**src/rtl/octave_pkg.sv**
```systemverilog
// Shared types for the octave sequencing controller.
package octave_pkg;

  typedef enum logic [1:0] {
    K_IDLE,
    K_HOLD,
    K_REPEAT
  } key_state_t;

  typedef enum logic {
    DIR_UP,
    DIR_DOWN
  } dir_t;

endpackage

```
**src/rtl/octave_ctrl_if.sv**
```systemverilog
// Board-side key/sweep inputs and step-command outputs of the octave controller.
interface octave_ctrl_if #(
  parameter int unsigned LEVELS = 10
) ();
  localparam int unsigned LW = $clog2(LEVELS);

  logic          key_up;
  logic          key_down;
  logic          sweep_en;
  logic          increase;
  logic          decrease;
  logic [LW-1:0] level;
  logic          at_max;
  logic          at_min;

  modport master (
    output key_up, key_down, sweep_en,
    input  increase, decrease, level, at_max, at_min
  );

  modport slave (
    input  key_up, key_down, sweep_en,
    output increase, decrease, level, at_max, at_min
  );
endinterface

```
**src/rtl/key_repeat.sv**
```systemverilog
// One push-button: synchroniser, arming, press/hold/auto-repeat FSM.
// req is combinational so the top registers it as the third edge of latency.
module key_repeat
  import octave_pkg::*;
#(
  parameter int unsigned HOLD_CYCLES   = 25_000_000,
  parameter int unsigned REPEAT_CYCLES = 5_000_000
) (
  input  logic clk,
  input  logic reset,
  input  logic key_n,
  input  logic block,
  output logic pressed,
  output logic req,
  output logic idle
);
  localparam int unsigned MAXC = (HOLD_CYCLES > REPEAT_CYCLES) ? HOLD_CYCLES : REPEAT_CYCLES;
  localparam int unsigned CW   = $clog2(MAXC + 1);
  localparam logic [CW-1:0] HOLD_LOAD = CW'(HOLD_CYCLES - 1);
  localparam logic [CW-1:0] REP_LOAD  = CW'(REPEAT_CYCLES - 1);

  logic          sync1_q, sync1_d;
  logic          sync2_q, sync2_d;
  logic [1:0]    fill_q, fill_d;
  logic          armed_q, armed_d;
  key_state_t    state_q, state_d;
  logic [CW-1:0] cnt_q, cnt_d;

  assign pressed = armed_q & ~sync2_q;
  assign idle    = (state_q == K_IDLE);

  // Sync chain and arming. The synchroniser resets to "released", so fill_q
  // marks when sync2 carries a real sample; only then may it arm the key.
  always_comb begin
    sync1_d = key_n;
    sync2_d = sync1_q;
    fill_d  = {fill_q[0], 1'b1};
    armed_d = armed_q | (fill_q[1] & sync2_q);
  end

  // Press / hold / repeat sequencing with request generation.
  always_comb begin
    state_d = state_q;
    cnt_d   = cnt_q;
    req     = 1'b0;
    if (block || !pressed) begin
      state_d = K_IDLE;
    end else begin
      case (state_q)
        K_IDLE: begin
          req     = 1'b1;
          state_d = K_HOLD;
          cnt_d   = HOLD_LOAD;
        end
        K_HOLD: begin
          if (cnt_q == '0) begin
            req     = 1'b1;
            state_d = K_REPEAT;
            cnt_d   = REP_LOAD;
          end else begin
            cnt_d = cnt_q - 1'b1;
          end
        end
        K_REPEAT: begin
          if (cnt_q == '0) begin
            req   = 1'b1;
            cnt_d = REP_LOAD;
          end else begin
            cnt_d = cnt_q - 1'b1;
          end
        end
        default: state_d = K_IDLE;
      endcase
    end
  end

  // State registers.
  always_ff @(posedge clk or negedge reset) begin
    if (!reset) begin
      sync1_q <= 1'b1;
      sync2_q <= 1'b1;
      fill_q  <= '0;
      armed_q <= 1'b0;
      state_q <= K_IDLE;
      cnt_q   <= '0;
    end else begin
      sync1_q <= sync1_d;
      sync2_q <= sync2_d;
      fill_q  <= fill_d;
      armed_q <= armed_d;
      state_q <= state_d;
      cnt_q   <= cnt_d;
    end
  end
endmodule

```
**src/rtl/octave_ctrl.sv**
```systemverilog
// Octave sequencing controller: two auto-repeat keys, ping-pong sweep,
// manual-priority arbitration, range clamp and octave level tracking.
module octave_ctrl
  import octave_pkg::*;
#(
  parameter int unsigned HOLD_CYCLES   = 25_000_000,
  parameter int unsigned REPEAT_CYCLES = 5_000_000,
  parameter int unsigned SWEEP_CYCLES  = 50_000_000,
  parameter int unsigned LEVELS        = 10,
  parameter int unsigned RESET_LEVEL   = 5
) (
  input  logic         clk,
  input  logic         reset,
  octave_ctrl_if.slave bus
);
  localparam int unsigned LW = $clog2(LEVELS);
  localparam int unsigned SW = $clog2(SWEEP_CYCLES + 1);
  localparam logic [LW-1:0] MAX_LEVEL  = LW'(LEVELS - 1);
  localparam logic [LW-1:0] RST_LEVEL  = LW'(RESET_LEVEL);
  localparam logic [SW-1:0] SWEEP_LAST = SW'(SWEEP_CYCLES - 1);

  logic          up_pressed, up_req, up_idle;
  logic          dn_pressed, dn_req, dn_idle;
  logic          both, block, man_req, holdoff, at_max, at_min;
  logic          lock_q, lock_d;
  logic          inc_q, inc_d;
  logic          dec_q, dec_d;
  dir_t          dir_q, dir_d;
  logic [SW-1:0] sweep_cnt_q, sweep_cnt_d;
  logic [LW-1:0] level_q, level_d;

  key_repeat #(.HOLD_CYCLES(HOLD_CYCLES), .REPEAT_CYCLES(REPEAT_CYCLES)) u_key_up (
    .clk(clk), .reset(reset), .key_n(bus.key_up), .block(block),
    .pressed(up_pressed), .req(up_req), .idle(up_idle)
  );

  key_repeat #(.HOLD_CYCLES(HOLD_CYCLES), .REPEAT_CYCLES(REPEAT_CYCLES)) u_key_down (
    .clk(clk), .reset(reset), .key_n(bus.key_down), .block(block),
    .pressed(dn_pressed), .req(dn_req), .idle(dn_idle)
  );

  assign at_max  = (level_q == MAX_LEVEL);
  assign at_min  = (level_q == '0);
  assign both    = up_pressed & dn_pressed;
  assign block   = both | lock_q;
  assign man_req = up_req | dn_req;
  assign holdoff = inc_q | dec_q;

  assign bus.increase = inc_q;
  assign bus.decrease = dec_q;
  assign bus.level    = level_q;
  assign bus.at_max   = at_max;
  assign bus.at_min   = at_min;

  // Arbitration, sweep timer/direction, clamp and level update.
  // A sweep due during the post-pulse holdoff stays at its terminal count and
  // retries next cycle; a manual request in that cycle is dropped.
  always_comb begin
    lock_d      = both | (lock_q & (up_pressed | dn_pressed));
    inc_d       = 1'b0;
    dec_d       = 1'b0;
    dir_d       = dir_q;
    sweep_cnt_d = sweep_cnt_q;
    level_d     = level_q;
    if (inc_q && !at_max) begin
      level_d = level_q + 1'b1;
    end else if (dec_q && !at_min) begin
      level_d = level_q - 1'b1;
    end
    if (man_req || !up_idle || !dn_idle) begin
      sweep_cnt_d = '0;
      if (!holdoff) begin
        if (up_req && !at_max) begin
          inc_d = 1'b1;
        end else if (dn_req && !at_min) begin
          dec_d = 1'b1;
        end
      end
    end else if (!bus.sweep_en) begin
      sweep_cnt_d = '0;
    end else if (sweep_cnt_q == SWEEP_LAST) begin
      if (!holdoff) begin
        sweep_cnt_d = '0;
        if (dir_q == DIR_UP) begin
          if (at_max) begin
            dir_d = DIR_DOWN;
            dec_d = 1'b1;
          end else begin
            inc_d = 1'b1;
          end
        end else begin
          if (at_min) begin
            dir_d = DIR_UP;
            inc_d = 1'b1;
          end else begin
            dec_d = 1'b1;
          end
        end
      end
    end else begin
      sweep_cnt_d = sweep_cnt_q + 1'b1;
    end
  end

  // State registers.
  always_ff @(posedge clk or negedge reset) begin
    if (!reset) begin
      lock_q      <= 1'b0;
      inc_q       <= 1'b0;
      dec_q       <= 1'b0;
      dir_q       <= DIR_UP;
      sweep_cnt_q <= '0;
      level_q     <= RST_LEVEL;
    end else begin
      lock_q      <= lock_d;
      inc_q       <= inc_d;
      dec_q       <= dec_d;
      dir_q       <= dir_d;
      sweep_cnt_q <= sweep_cnt_d;
      level_q     <= level_d;
    end
  end
endmodule
```
**src/flat_wrapper.sv**
```systemverilog
// flat-port wrapper written by rule: the top's interface ports become plain ports
module octave_ctrl_flat import octave_pkg::*;
#(
  parameter int unsigned HOLD_CYCLES   = 25_000_000,
  parameter int unsigned REPEAT_CYCLES = 5_000_000,
  parameter int unsigned SWEEP_CYCLES  = 50_000_000,
  parameter int unsigned LEVELS        = 10,
  parameter int unsigned RESET_LEVEL   = 5
)
  (clk, reset, bus_key_up, bus_key_down, bus_sweep_en, bus_increase, bus_decrease, bus_level, bus_at_max, bus_at_min);
  octave_ctrl_if #(.LEVELS(LEVELS)) bus_i ();
  input  logic clk;
  input  logic reset;
  input wire logic [$bits(bus_i.key_up)-1:0] bus_key_up;
  input wire logic [$bits(bus_i.key_down)-1:0] bus_key_down;
  input wire logic [$bits(bus_i.sweep_en)-1:0] bus_sweep_en;
  output wire logic [$bits(bus_i.increase)-1:0] bus_increase;
  output wire logic [$bits(bus_i.decrease)-1:0] bus_decrease;
  output wire logic [$bits(bus_i.level)-1:0] bus_level;
  output wire logic [$bits(bus_i.at_max)-1:0] bus_at_max;
  output wire logic [$bits(bus_i.at_min)-1:0] bus_at_min;
  assign bus_i.key_up = bus_key_up;
  assign bus_i.key_down = bus_key_down;
  assign bus_i.sweep_en = bus_sweep_en;
  assign bus_increase = bus_i.increase;
  assign bus_decrease = bus_i.decrease;
  assign bus_level = bus_i.level;
  assign bus_at_max = bus_i.at_max;
  assign bus_at_min = bus_i.at_min;
  octave_ctrl #(.HOLD_CYCLES(HOLD_CYCLES), .REPEAT_CYCLES(REPEAT_CYCLES), .SWEEP_CYCLES(SWEEP_CYCLES), .LEVELS(LEVELS), .RESET_LEVEL(RESET_LEVEL)) u_core (.clk(clk), .reset(reset), .bus(bus_i));
endmodule
```
**config.mk**
```make
export PLATFORM = sky130hd
export DESIGN_NAME = octave_ctrl_flat
export DESIGN_NICKNAME = d
export VERILOG_FILES = /design/src/rtl/octave_pkg.sv /design/src/rtl/octave_ctrl_if.sv /design/src/rtl/key_repeat.sv /design/src/rtl/octave_ctrl.sv /design/src/flat_wrapper.sv
export SDC_FILE = /design/constraint.sdc
export NUM_CORES = 1
export LEC_CHECK = 0
export ABC_AREA = 1
export CORE_ASPECT_RATIO = 1.1
export CORE_UTILIZATION = 33
export DETAILED_ROUTE_END_ITERATION = 10
export PLACE_DENSITY = 0.49
export SLEW_MARGIN = 20
export SYNTH_ARGS = -nofsm -noshare
export SYNTH_HDL_FRONTEND = slang
export SYNTH_HIERARCHICAL = 1
export SYNTH_SLANG_ARGS = --single-unit
```
**constraint.sdc**
```tcl
create_clock -name clk -period 2.5 [get_ports clk]
set_input_delay 0.625 -clock clk [delete_from_list [all_inputs] [get_ports clk]]
set_output_delay 0.625 -clock clk [all_outputs]
set_load 0.02 [all_outputs]
```
==> metrics.txt <==
Seq/Total Area, Yosys=0.391; GRT met2 Usage=0.272; area grow syn2layout=12.5%; setup TNS=0 ps; Place WS=125 ps; Die Ht=147 um; WL/cell=12.8 um; Final #Nets=925; Worst-path clk slew=70 ps; clock sink count=98; worst slew pin tran=552 ps; GRT busiest layer=met2; die area=19,600 um2; Synth Register Bits=98; top-area cell type share of the netlist area=0.366; Initial Utilization=0.339; CP Data Arrival Time=1810 ps; Syn Std Cell Area=6290 um2; Syn Nets=901; yosys warns=6; gpl congestion=0.815; Hold Violations, Final=0; R2R depth=17; TritonCTS clock tree=done; IO buf count=12; Top FF cell, synth=dfrtp_1; crit end category=output port; RSZ-0062 raised after global routing=false; Core Box Area=18,500 um2; fin util=0.381; Slew Viols, Final=0; first-pass GRT wire length=24,900 um; Max-Cap Viols=0; FP Rows=52; leading area contributor after synthesis=dfrtp_1; Crit Path Max Fanout=5; final WL=14,700 um; clk_lat worst skew=350 ps; PD cells=611 nW/um2; VDD IR max=305 uV; Synth async-reset ratio=1.00; root buffer cell=clkbuf_16; EDFF count, synth=0; detailed-route DRC error count=0; most frequent cells in the layout=233 x nand2_1, 153 x nor2_1, 98 x inv_1; Gate Count Post-Synth=878; I/O pin cnt=13; clock buffer depth=2; Vias/cell=4.63; relative slew slack=0.632; total CTS buffers=9; f_max=410 MHz; WS Path Type=reg2out; crit path launch type=flip-flop; critical path required time=1880 ps; static leakage=3.17 nW; total track usage=0.161; minimum clock period after layout=2440 ps; H-tree depth=3; reg2reg end=u_core/sweep_cnt_q[19]$_DFFE_PN0P_; reg2reg setup slack=240 ps; Period Utilization, post-route=0.975; met3 Resource Use GR=0.0210; drt pass-1 iters=4; Final ANT Viol Nets=0; total grt overflow=0; Final Skew=10.3 ps; Die W=134 um; Setup Viol. Count Final=0; setup ws final=62.9 ps; top cells by area, synth=dfrtp_1 37%, nand2_1 14%, nor2_1 9.3%, nand3_1 6.3%, inv_1 6.0%; initial antenna violation count=0; DR iter-0 viols=259; Ant. Diodes=0; Global Route met1 Usage=0.206; commonest non-fill, non-tap cell in the layout=nand2_1; largest net degree at the start of global routing=99; layout cells sized above 1=0.118; HP Class=in2async; outcome=finished clean; Yosys cell types=42; DR vias=5,322; hpwl dp=11,000 um; vias in the first global route=5,123; reg2reg start=u_core/u_key_up/cnt_q[0]$_DFFE_PN0P_; Avg Cell Area, Syn=7.16 um2; cts hold-fix bufs=0
[worst max-delay path by stage]
stage	start	endpoint	slack (ps)	depth (start not counted)
5_1_grt	u_core/bus.level[0]$_DFFE_PN1P_	bus_at_max	1	3
6_report	u_core/bus.level[1]$_DFFE_PN0P_	bus_at_max	60	4
3_5_place_dp	u_core/u_key_up/cnt_q[0]$_DFFE_PN0P_	u_core/sweep_cnt_q[19]$_DFFE_PN0P_	130	17
3_3_place_gp	u_core/u_key_up/cnt_q[0]$_DFFE_PN0P_	u_core/sweep_cnt_q[19]$_DFFE_PN0P_	200	17
4_1_cts	u_core/bus.level[1]$_DFFE_PN0P_	bus_at_min	20	4
2_1_floorplan	u_core/u_key_up/sync2_q$_DFF_PN1_	u_core/sweep_cnt_q[2]$_DFFE_PN0P_	340	13
[where the power goes]
part / total [mW] / leakage [nW] / switching, mW / internal [mW]
Sequential: 1.93 / 1.17 / 0.182 / 1.75
Clock: 1.44 / 0.150 / 0.614 / 0.829
Combinational: 0.947 / 1.86 / 0.575 / 0.372
[per-stage QoR]
| step | power [mW] | hold slack, ps | instances | area [um2] |
|---|---|---|---|---|
| after global routing | 4.57 | 358 | 1150 | 7070 |
| after CTS | 4.39 | 350 | 1150 | 7040 |
| after floorplan | 2.57 | 329 | 878 | 6290 |
| final | 4.32 | 317 | 1150 | 7070 |
| after global placement | 2.90 | 334 | 1134 | 6730 |
| after detailed placement | 2.89 | 335 | 1134 | 6730 |
[routing by layer]
layer / vias up / part of all wire
li1: 2811 / -
met1: 2442 / 0.49
met2: 55 / 0.48
met3: 14 / 0.015
met4: 0 / 0.019
met5: - / 0
[kinds of logic after synthesis]
kind of cell	share of synthesized area
AND/OR/NAND/NOR	0.411
buffers and inverters	0.0768
flip-flops	0.391
AO/OA/AOI/OAI	0.0490
XOR/XNOR	0.0307
adder cells (fa/ha/maj)	0.0370
other	0.00119
multiplexers	0.00338
[flip-flops by register name (all words and copies together), names as in the netlist]
register                   count
u_core/u_key_down/fill_q       2
u_core/u_key_up/state_q        2
u_core/u_key_up/cnt_q         25
u_core/u_key_down/state_q      2
u_core/u_key_up/sync2_q        1
u_core/u_key_down/armed_q      1
u_core/u_key_down/sync2_q      1
u_core/bus.level               4
u_core/u_key_down/cnt_q       25
u_core/lock_q                  1
u_core/u_key_up/armed_q        1
u_core/u_key_up/fill_q         2
u_core/sweep_cnt_q            26
u_core/u_key_down/sync1_q      1
u_core/bus.decrease            1
u_core/u_key_up/sync1_q        1
u_core/bus.increase            1
u_core/dir_q                   1
[repair_timing]
item / 4_1_cts / 5_1_grt
cloned: 0 / 0
buffers inserted: 0 / 0
endpoints found under the setup margin: 2 / 12
resized for setup: 3 / 11
[Yosys cell counts, drive strengths merged, types with 13 or more instances]
cell type	count
a21oi	13
dfrtp	92
ha	17
inv	115
nand2	250
nand3	83
nand4	19
nor2	179
nor3	14
o21ai	31
xor2	19
[worst max-delay path: stages, from the launching register on]
cell	delay, ps
dfrtp_1	440
nor2_2	190
nand3_2	140
inv_1	80
clkdlybuf4s50_1	600
[area by class of cell]
cell class | count | area, um2
fill | 1952 | 11500
clock inverter | 3 | 40.0
tap | 243 | 304
clock buffer | 13 | 260
timing repair buffer | 18 | 178
inverter | 115 | 447
sequential | 98 | 2460
multi-input combinational | 660 | 3380
No activity file was read; power rests on OpenSTA's default activity.
